## config.mk

```make
export PLATFORM = sky130hd
export DESIGN_NAME = instr_fetch_seq_flat
export DESIGN_NICKNAME = d
export VERILOG_FILES = /design/src/rtl/instr_fetch_seq_if.sv /design/src/rtl/instr_fetch_seq.sv /design/src/flat_wrapper.sv
export SDC_FILE = /design/constraint.sdc
export NUM_CORES = 1
export LEC_CHECK = 0
export BUFFER_PORTS_ARGS = -buffer_cell sky130_fd_sc_hd__buf_2
export CAP_MARGIN = 15
export CORE_ASPECT_RATIO = 1.25
export CORE_MARGIN = 2
export CORE_UTILIZATION = 45
export CTS_CLUSTER_DIAMETER = 40
export DETAILED_ROUTE_END_ITERATION = 8
export GPL_TIMING_DRIVEN = 0
export PLACE_DENSITY = 0.73
export SYNTH_ARGS = -nofsm -noshare
export SYNTH_HDL_FRONTEND = slang
export SYNTH_SLANG_ARGS = --single-unit
```

## constraint.sdc

```tcl
create_clock -name clk -period 5.3 [get_ports clk]
set_input_delay 1.06 -clock clk [delete_from_list [all_inputs] [get_ports clk]]
set_output_delay 1.06 -clock clk [all_outputs]
set_load 0.01 [all_outputs]
```

## src/rtl/instr_fetch_seq_if.sv

```systemverilog
// Fetch-side bus: read address out to the instruction memory, instruction word back,
// and the valid/ready presentation of the captured instruction to the decoder.
interface instr_fetch_seq_if #(
  parameter int N = 512
);
  localparam int PW = $clog2(N);

  logic [PW-1:0] pc_axi;
  logic [31:0]   instr_axi;
  logic [31:0]   instr_out;
  logic          instr_valid;
  logic          instr_ready;

  modport master (
    output pc_axi,
    input  instr_axi,
    output instr_out,
    output instr_valid,
    input  instr_ready
  );

  modport slave (
    input  pc_axi,
    output instr_axi,
    input  instr_out,
    input  instr_valid,
    output instr_ready
  );
endinterface

```

## src/rtl/instr_fetch_seq.sv

```systemverilog
// Instruction fetch sequencer: walks the PC from 0 on START, presents each word to the
// decoder over valid/ready, halts on the STOP opcode or on running off the end of memory.
module instr_fetch_seq #(
  parameter int          N       = 512,
  parameter logic [2:0]  STOP_OP = 3'b110,
  localparam int         PW      = $clog2(N)
) (
  input  logic               clk,
  input  logic               rst,
  input  logic               start_i,
  input  logic               abort_i,
  instr_fetch_seq_if.master  bus,
  output logic               busy_o,
  output logic               done_o,
  output logic               err_o,
  output logic [PW:0]        instr_cnt_o
);

  typedef enum logic [1:0] {IDLE, FETCH, HOLD, HALT} state_t;

  localparam logic [PW:0]   CNT_MAX = '1;
  localparam logic [PW-1:0] PC_LAST = PW'(N - 1);

  state_t        state_q, state_d;
  logic [PW-1:0] pc_q, pc_d;
  logic [31:0]   instr_q, instr_d;
  logic          valid_q, valid_d;
  logic          err_q, err_d;
  logic [PW:0]   cnt_q, cnt_d;
  logic          handshake;

  assign handshake = valid_q && bus.instr_ready;

  // Abort wins over everything else and leaves PC, count and error untouched.
  always_comb begin
    state_d = state_q;
    pc_d    = pc_q;
    instr_d = instr_q;
    valid_d = valid_q;
    err_d   = err_q;
    cnt_d   = cnt_q;
    if (abort_i) begin
      state_d = IDLE;
      valid_d = 1'b0;
    end else begin
      case (state_q)
        IDLE, HALT: begin
          if (start_i) begin
            state_d = FETCH;
            pc_d    = '0;
            cnt_d   = '0;
            err_d   = 1'b0;
          end
        end
        FETCH: begin
          instr_d = bus.instr_axi;
          valid_d = 1'b1;
          state_d = HOLD;
        end
        HOLD: begin
          if (handshake) begin
            valid_d = 1'b0;
            cnt_d   = (cnt_q == CNT_MAX) ? cnt_q : cnt_q + 1'b1;
            if (instr_q[2:0] == STOP_OP) begin
              state_d = HALT;
            end else if (pc_q == PC_LAST) begin
              err_d   = 1'b1;
              state_d = HALT;
            end else begin
              pc_d    = pc_q + 1'b1;
              state_d = FETCH;
            end
          end
        end
        default: state_d = IDLE;
      endcase
    end
  end

  always_ff @(posedge clk or posedge rst) begin
    if (rst) begin
      state_q <= IDLE;
      pc_q    <= '0;
      instr_q <= '0;
      valid_q <= 1'b0;
      err_q   <= 1'b0;
      cnt_q   <= '0;
    end else begin
      state_q <= state_d;
      pc_q    <= pc_d;
      instr_q <= instr_d;
      valid_q <= valid_d;
      err_q   <= err_d;
      cnt_q   <= cnt_d;
    end
  end

  assign bus.pc_axi      = pc_q;
  assign bus.instr_out   = instr_q;
  assign bus.instr_valid = valid_q;
  assign busy_o          = (state_q == FETCH) || (state_q == HOLD);
  assign done_o          = (state_q == HALT);
  assign err_o           = err_q;
  assign instr_cnt_o     = cnt_q;

endmodule

```

## src/flat_wrapper.sv

```systemverilog
// flat-port wrapper written by rule: the top's interface ports become plain ports
module instr_fetch_seq_flat 
#(
  parameter int          N       = 512,
  parameter logic [2:0]  STOP_OP = 3'b110,
  localparam int         PW      = $clog2(N)
)
  (clk, rst, start_i, abort_i, busy_o, done_o, err_o, instr_cnt_o, bus_pc_axi, bus_instr_axi, bus_instr_out, bus_instr_valid, bus_instr_ready);
  instr_fetch_seq_if #(.N(N)) bus_i ();
  input  logic clk;
  input  logic rst;
  input  logic start_i;
  input  logic abort_i;
  output logic busy_o;
  output logic done_o;
  output logic err_o;
  output logic [PW:0] instr_cnt_o;
  output wire logic [$bits(bus_i.pc_axi)-1:0] bus_pc_axi;
  input wire logic [$bits(bus_i.instr_axi)-1:0] bus_instr_axi;
  output wire logic [$bits(bus_i.instr_out)-1:0] bus_instr_out;
  output wire logic [$bits(bus_i.instr_valid)-1:0] bus_instr_valid;
  input wire logic [$bits(bus_i.instr_ready)-1:0] bus_instr_ready;
  assign bus_pc_axi = bus_i.pc_axi;
  assign bus_i.instr_axi = bus_instr_axi;
  assign bus_instr_out = bus_i.instr_out;
  assign bus_instr_valid = bus_i.instr_valid;
  assign bus_i.instr_ready = bus_instr_ready;
  instr_fetch_seq #(.N(N), .STOP_OP(STOP_OP)) u_core (.clk(clk), .rst(rst), .start_i(start_i), .abort_i(abort_i), .bus(bus_i), .busy_o(busy_o), .done_o(done_o), .err_o(err_o), .instr_cnt_o(instr_cnt_o));
endmodule
```

## Word-level counts from Yosys, hierarchy flattened

Index checks and enable logic that the tools add are counted.
W data, S select, Z words.

- $add $sub $neg: 2
- Eq/ne operators: 14
- Multiplexer cells: 23
- Bitwise logic cells: 1
- Reduce and logical (&&, ||, !) cells: 12

Operator list:

| cell | count |
|---|---|
| $mux W9 | 4 |
| $mux W10 | 3 |
| $pmux W10 S2 | 1 |
| $pmux W9 S2 | 1 |
| $reduce_and A6 Y1 | 2 |
| $add A10 B1 Y10 const B | 1 |
| $eq A10 B10 Y1 const B | 1 |
| $mux W2 | 5 |
| $add A9 B1 Y9 const B | 1 |
| $eq A9 B9 Y1 const B | 1 |
| $ne A2 B2 Y1 const B | 4 |
| $mux W1 | 6 |
| $pmux W2 S3 | 1 |
| $reduce_and A2 Y1 | 3 |
| $reduce_and A5 Y1 | 1 |
| $eq A2 B2 Y1 const B | 2 |
| $ne A2 B1 Y1 const B | 2 |
| $pmux W1 S2 | 2 |
| $eq A3 B3 Y1 const B | 1 |
| $ne A3 B2 Y1 const B | 1 |
| $ne A3 B3 Y1 const B | 1 |
| $reduce_bool A3 Y1 | 1 |
| $eq A2 B1 Y1 const B | 1 |
| $logic_not A2 Y1 | 1 |
| 5 further kinds | 5 |

- Register bits after elaboration: 55
- Output and inout port bits: 55

## Longest topological paths before layout

- Word-level depth: 6
- Gate-level depth with buffers: 8
- Depth with buffers taken out: 7

## Worst setup path after synthesis

Ideal clock, no wire load.

- Kind: input port to flip-flop
- From: input port abort_i
- To: register u_core.instr_q[0] (netlist: u_core.bus.instr_out[0])
- Setup time: 0.125 ns
- Arrival: 2.069 ns
- Data required time: 5.175 ns
- Path slack: 3.107 ns
- Stages on the path: 5
- Path buffers: 3
- Cell sequence: clkbuf_1 > nor2b_1 > clkbuf_1 > buf_2 > mux2_2

- Longest elaborated chain between the ends: 2

RTL lines:

| element | RTL line | text |
|---|---|---|
| start, declared | flat_wrapper.sv:13 | `input logic abort_i;` |
| $not A1 Y1 (no source line) | - |  |
| $reduce_and A2 Y1 (no source line) | - |  |
| end signal, assigned | instr_fetch_seq.sv:91 | `instr_q <= instr_d;` |
| end, declared | instr_fetch_seq.sv:26 | `logic [31:0] instr_q, instr_d;` |

No other way between the ends.
A chain may end at the register's enable or synchronous reset.

## Worst setup path in the final report

- From: register u_core.state_q[0]
- To: output port busy_o

- Longest elaborated chain between the ends: 2
- Elaborated cells on any way between the ends: 3
- Those cells by class: eq/ne: 2; reduce/logical: 1

RTL lines:

| element | RTL line | text |
|---|---|---|
| start, declared | instr_fetch_seq.sv:24 | `state_t state_q, state_d;` |
| start signal, assigned | instr_fetch_seq.sv:89 | `state_q <= state_d;` |
| $eq A2 B1 Y1 or $eq A2 B2 Y1 (tied branches) | instr_fetch_seq.sv:101 | `assign busy_o = (state_q == FETCH) \|\| (state_q == HOLD);` |
| $logic_or A1 B1 Y1 (*) | instr_fetch_seq.sv:101 |  |
| end, declared | flat_wrapper.sv:14 | `output logic busy_o;` |

Mark *: on every way between the ends. The rest lies on a longest branch, timed or not.

==> impl_metrics.prom <==
# TYPE chip_impl_metric gauge
chip_impl_metric{name="detail_route.wirelength",unit="um"} 5948
chip_impl_info{name="worst_setup_path_end_kind",value="primary output"} 1
chip_impl_metric{name="buffer_ports.inserted",unit=""} 90
chip_impl_metric{name="drt_drc_violations_left",unit=""} 0
chip_impl_metric{name="initial_core_util",unit="%"} 46.04
chip_impl_metric{name="filler_cell_count",unit=""} 503
chip_impl_metric{name="mappedNetlistNets",unit=""} 273
chip_impl_metric{name="power.static_leakage",unit="uW"} 0.001594
chip_impl_metric{name="report.final.slew_viol_count",unit=""} 0
chip_impl_info{name="r2r-start",value="u_core.bus.pc_axi[0]$_DFFE_PP0P_"} 1
chip_impl_metric{name="floorplan_core_area",unit="sq um"} 5702
chip_impl_metric{name="power-per-cell-area",unit="nW/um^2"} 382.9
chip_impl_metric{name="ff2ff_path_depth",unit=""} 8
chip_impl_metric{name="p_comb_share",unit="%"} 32.3
chip_impl_metric{name="final_nets",unit=""} 371
chip_impl_metric{name="r2r_setup_slack",unit="ns"} 3.24
chip_impl_metric{name="std_cell_rows",unit=""} 31
chip_impl_metric{name="largest_net_degree_at_the_start_of_global_routing",unit=""} 32
chip_impl_info{name="path_class",value="reg2out"} 1
chip_impl_metric{name="floorplan.io_pins",unit=""} 92
chip_impl_metric{name="final_min_period",unit="ns"} 2.450
chip_impl_metric{name="p_sw_share",unit="%"} 33.03
chip_impl_metric{name="avgRoutedWirePerCell",unit="um"} 15.10
chip_impl_info{name="crit_chain",value="inv_1 > ha_1 > inv_1 > buf_2"} 1
chip_impl_metric{name="power.share.clock",unit="%"} 19.4
chip_impl_info{name="clock_tree_from_tritoncts",value="yes"} 1
chip_impl_metric{name="finalHoldViolations",unit=""} 0
chip_impl_metric{name="timing.critical_path.slowest_cell_delay",unit="ns"} 0.43
chip_impl_metric{name="synth_edf_count",unit=""} 0
chip_impl_metric{name="cts-buffers-inserted",unit=""} 5
chip_impl_metric{name="crit_fanout",unit=""} 6
chip_impl_info{name="layout_common_cells",value="buf_2, dfrtp_1, mux2_2"} 1
chip_impl_metric{name="first_pass_grt_wire_length",unit="um"} 9811
chip_impl_metric{name="clk_pin_slew_worst_paths",unit="ns"} 0.10
chip_impl_metric{name="hold_path_depth",unit=""} 1
chip_impl_metric{name="synthArstFlopShare",unit="%"} 100.0
chip_impl_metric{name="post_drt_via_cell_ratio",unit=""} 5.490
chip_impl_metric{name="grtUsageTotal",unit="%"} 19.27
chip_impl_metric{name="ys_seq_area_share",unit="%"} 52.43
chip_impl_info{name="critPathTopFamily",value="flip-flops"} 1
chip_impl_metric{name="synth_cell_types",unit=""} 42
chip_impl_metric{name="max_cap_violations",unit=""} 0
chip_impl_metric{name="cts_resized",unit=""} 0
chip_impl_metric{name="setup_total_negative_slack",unit="ns"} 0
chip_impl_info{name="result_of_the_run",value="complete, no violations"} 1
chip_impl_metric{name="grt_pass1_vias",unit=""} 2113
chip_impl_metric{name="firstDrtPassIters",unit=""} 4
chip_impl_metric{name="finalSetupViolCount",unit=""} 0
chip_impl_info{name="critPathLaunch",value="u_core.state_q[0]$_DFFE_PP0P_"} 1
chip_impl_metric{name="synth-warning-count",unit=""} 0
chip_impl_info{name="hold_path_endpoint",value="u_core.bus.instr_out[27]$_DFFE_PP0P_"} 1
chip_impl_metric{name="die_x",unit="um"} 72.32
chip_impl_metric{name="cts_hold_repair.buffers",unit=""} 0
chip_impl_info{name="reg2reg_to",value="u_core.bus.pc_axi[5]$_DFFE_PP0P_"} 1
chip_impl_metric{name="cellInternalPower",unit="uW"} 838.4
chip_impl_metric{name="grt_antenna_before_repair",unit=""} 0
chip_impl_metric{name="placer_congestion_estimate",unit=""} 0.8896
chip_impl_metric{name="detail-route-antenna-nets",unit=""} 0
chip_impl_metric{name="syn_to_final_growth",unit="%"} 24.55
chip_impl_metric{name="postSynthCellCount",unit=""} 229
chip_impl_metric{name="cts.repair_timing.setup_buffer_count",unit=""} 0
chip_impl_metric{name="net-switching-power",unit="uW"} 413.4
chip_impl_metric{name="drive_above_1_share",unit="%"} 43.60
chip_impl_metric{name="max-clock-path-buffers",unit=""} 2
chip_impl_metric{name="required_time_of_the_worst_setup_path",unit="ns"} 4.24
chip_impl_info{name="clockRootBuffer",value="clkbuf_8"} 1
chip_impl_metric{name="overall_via_count_from_detail_route",unit=""} 2163
chip_impl_metric{name="layout.core_utilization",unit="%"} 57.34
chip_impl_metric{name="worst_vdd_drop",unit="V"} 0.0003038
chip_impl_info{name="layout.cells.most_common",value="buf_2"} 1
chip_impl_metric{name="syn_avg_cell_area",unit="sq um"} 11.46
chip_impl_metric{name="register_share_of_total_power",unit="%"} 48.3
chip_impl_metric{name="antennaDiodeCount",unit=""} 0
chip_impl_metric{name="multi_input_area",unit="sq um"} 1159
chip_impl_info{name="hold_path_class",value="reg2reg"} 1
chip_impl_info{name="min-delay-start",value="u_core.bus.instr_out[27]$_DFFE_PP0P_"} 1
chip_impl_info{name="crit_path_top_delay_cell",value="dfrtp_1"} 1
chip_impl_metric{name="fin_skew",unit="ns"} 0.002457
chip_impl_metric{name="slew_headroom",unit="%"} 54.22
chip_impl_info{name="critical_path.most_common_cell",value="inv_1"} 1
chip_impl_metric{name="crit_buf_inv",unit=""} 3
chip_impl_metric{name="h-tree-depth",unit=""} 2
chip_impl_metric{name="synth.ff_latch_count",unit=""} 55
chip_impl_info{name="cp-start-kind",value="flop"} 1
chip_impl_metric{name="grt_overflow",unit=""} 0
chip_impl_metric{name="sequential_cell_area",unit="sq um"} 1376
chip_impl_info{name="grt_setup_unrepaired",value="no"} 1
chip_impl_metric{name="timing_worst_slew_pin_value",unit="ns"} 0.6857
chip_impl_metric{name="fmax",unit="MHz"} 408.2
chip_impl_metric{name="die-area",unit="sq um"} 6464
chip_impl_metric{name="timing.critical_path.arrival",unit="ns"} 1.39
chip_impl_metric{name="timing.final.crit_share",unit="%"} 46.22
chip_impl_metric{name="clk_latency",unit="ns"} 0.31
chip_impl_metric{name="floorplan_die_height",unit="um"} 89.39
chip_impl_metric{name="synth.cell_area",unit="sq um"} 2625
chip_impl_metric{name="drt_iter0_markers",unit=""} 100
chip_impl_metric{name="post-dp-hpwl",unit="um"} 4465
chip_impl_metric{name="cts.sink_count",unit=""} 55
chip_impl_info{name="commonest_register_cell_after_synthesis",value="dfrtp_1"} 1
[routing by layer]
layer	wire length, um	GRT usage (%)	vias up
li1	-	-	1028
met1	2512	23.43	1050
met3	453	5.411	5
met2	2926	33.44	80
met4	56	5.489	0
met5	0	0	-
[sequential cells by signal, indices dropped and copies added, names as in the netlist]
signal / cells
u_core.bus.instr_valid: 1
u_core.state_q: 2
u_core.err_o: 1
u_core.bus.pc_axi: 9
u_core.bus.instr_out: 32
u_core.instr_cnt_o: 10
[synthesized netlist by cell type, types with 2 or more instances]
master     n  area share, %
a31oi_1    9            2.1
nand3_1   14            2.7
nand4_1    3           0.72
o41ai_1    2           0.67
o21ai_1    3           0.57
mux2i_1    4            1.5
nand2_1   12            1.7
o31ai_1    3           0.86
buf_2      6            1.1
and3_1     3           0.72
or3_1      2           0.48
dfrtp_1   55             52
inv_1     10            1.4
or4_1      2           0.57
mux2_2    32             14
clkbuf_1   3           0.43
ha_1       7            3.3
nor2_1     7            1.0
nor3_1     4           0.76
nor2b_1    2           0.48
a21oi_1    8            1.5
nor4_1     2           0.48
o21ai_0   12            2.3
nand2b_1   6            1.4
[logic make-up (layout without fill, tap and decap cells)]
logic type               count (synthesis)  in the layout  synth area share, %
AO/OA/AOI/OAI                           47             47                11.73
AND/OR/NAND/NOR                         64             64                13.82
flip-flops                              55             55                52.43
buffers and inverters                   20            119                3.432
multiplexers                            36             36                15.25
adder cells (fa/ha/maj)                  7              7                3.336
[stage by stage]
| step | area (sq um) | setup WS, ns | std cells | hold slack [ns] | total power [uW] |
|---|---|---|---|---|---|
| 3_5_place_dp | 3178 | 2.884 | 386 | 0.4894 | 1021 |
| 2_1_floorplan | 2625 | 2.897 | 229 | 0.5288 | 841.7 |
| 6_report | 3269 | 2.850 | 394 | 0.5129 | 1252 |
| 4_1_cts | 3269 | 2.826 | 394 | 0.5134 | 1265 |
| 3_3_place_gp | 3158 | 2.160 | 385 | 0.4757 | 1004 |
| 5_1_grt | 3269 | 2.760 | 394 | 0.5225 | 1328 |
[how the worst max path moves through the flow]
stage / cells after the start / endpoint / slack [ns]
finish: 4 / busy_o / 2.85
global route: 4 / busy_o / 2.76
CTS: 4 / busy_o / 2.83
detailed placement: 6 / u_core.instr_cnt_o[2]$_DFFE_PP0P_ / 2.88
global placement: 2 / u_core.bus.instr_out[3]$_DFFE_PP0P_ / 2.16
floorplan: 1 / u_core.bus.instr_out[0]$_DFFE_PP0P_ / 2.90
[layout make-up]
cell class	count	share of cell area, %
Buffer	10	1.607
Inverter	10	1.148
Tap cell	66	2.526
Clock buffer	5	2.105
Timing Repair Buffer	91	14.39
Multi-Input combinational cell	154	35.44
Sequential cell	55	42.10
Clock inverter	3	0.6889
[power groups by stage]
stage	Clock (uW)	Combinational [uW]	Sequential, uW
after CTS	248	411	605
after global routing	269	438	621
after floorplan	0	177	664
after detailed placement	0	411	610
final	243	404	604
after global placement	0	399	604
(Power assumes the default switching activity.)
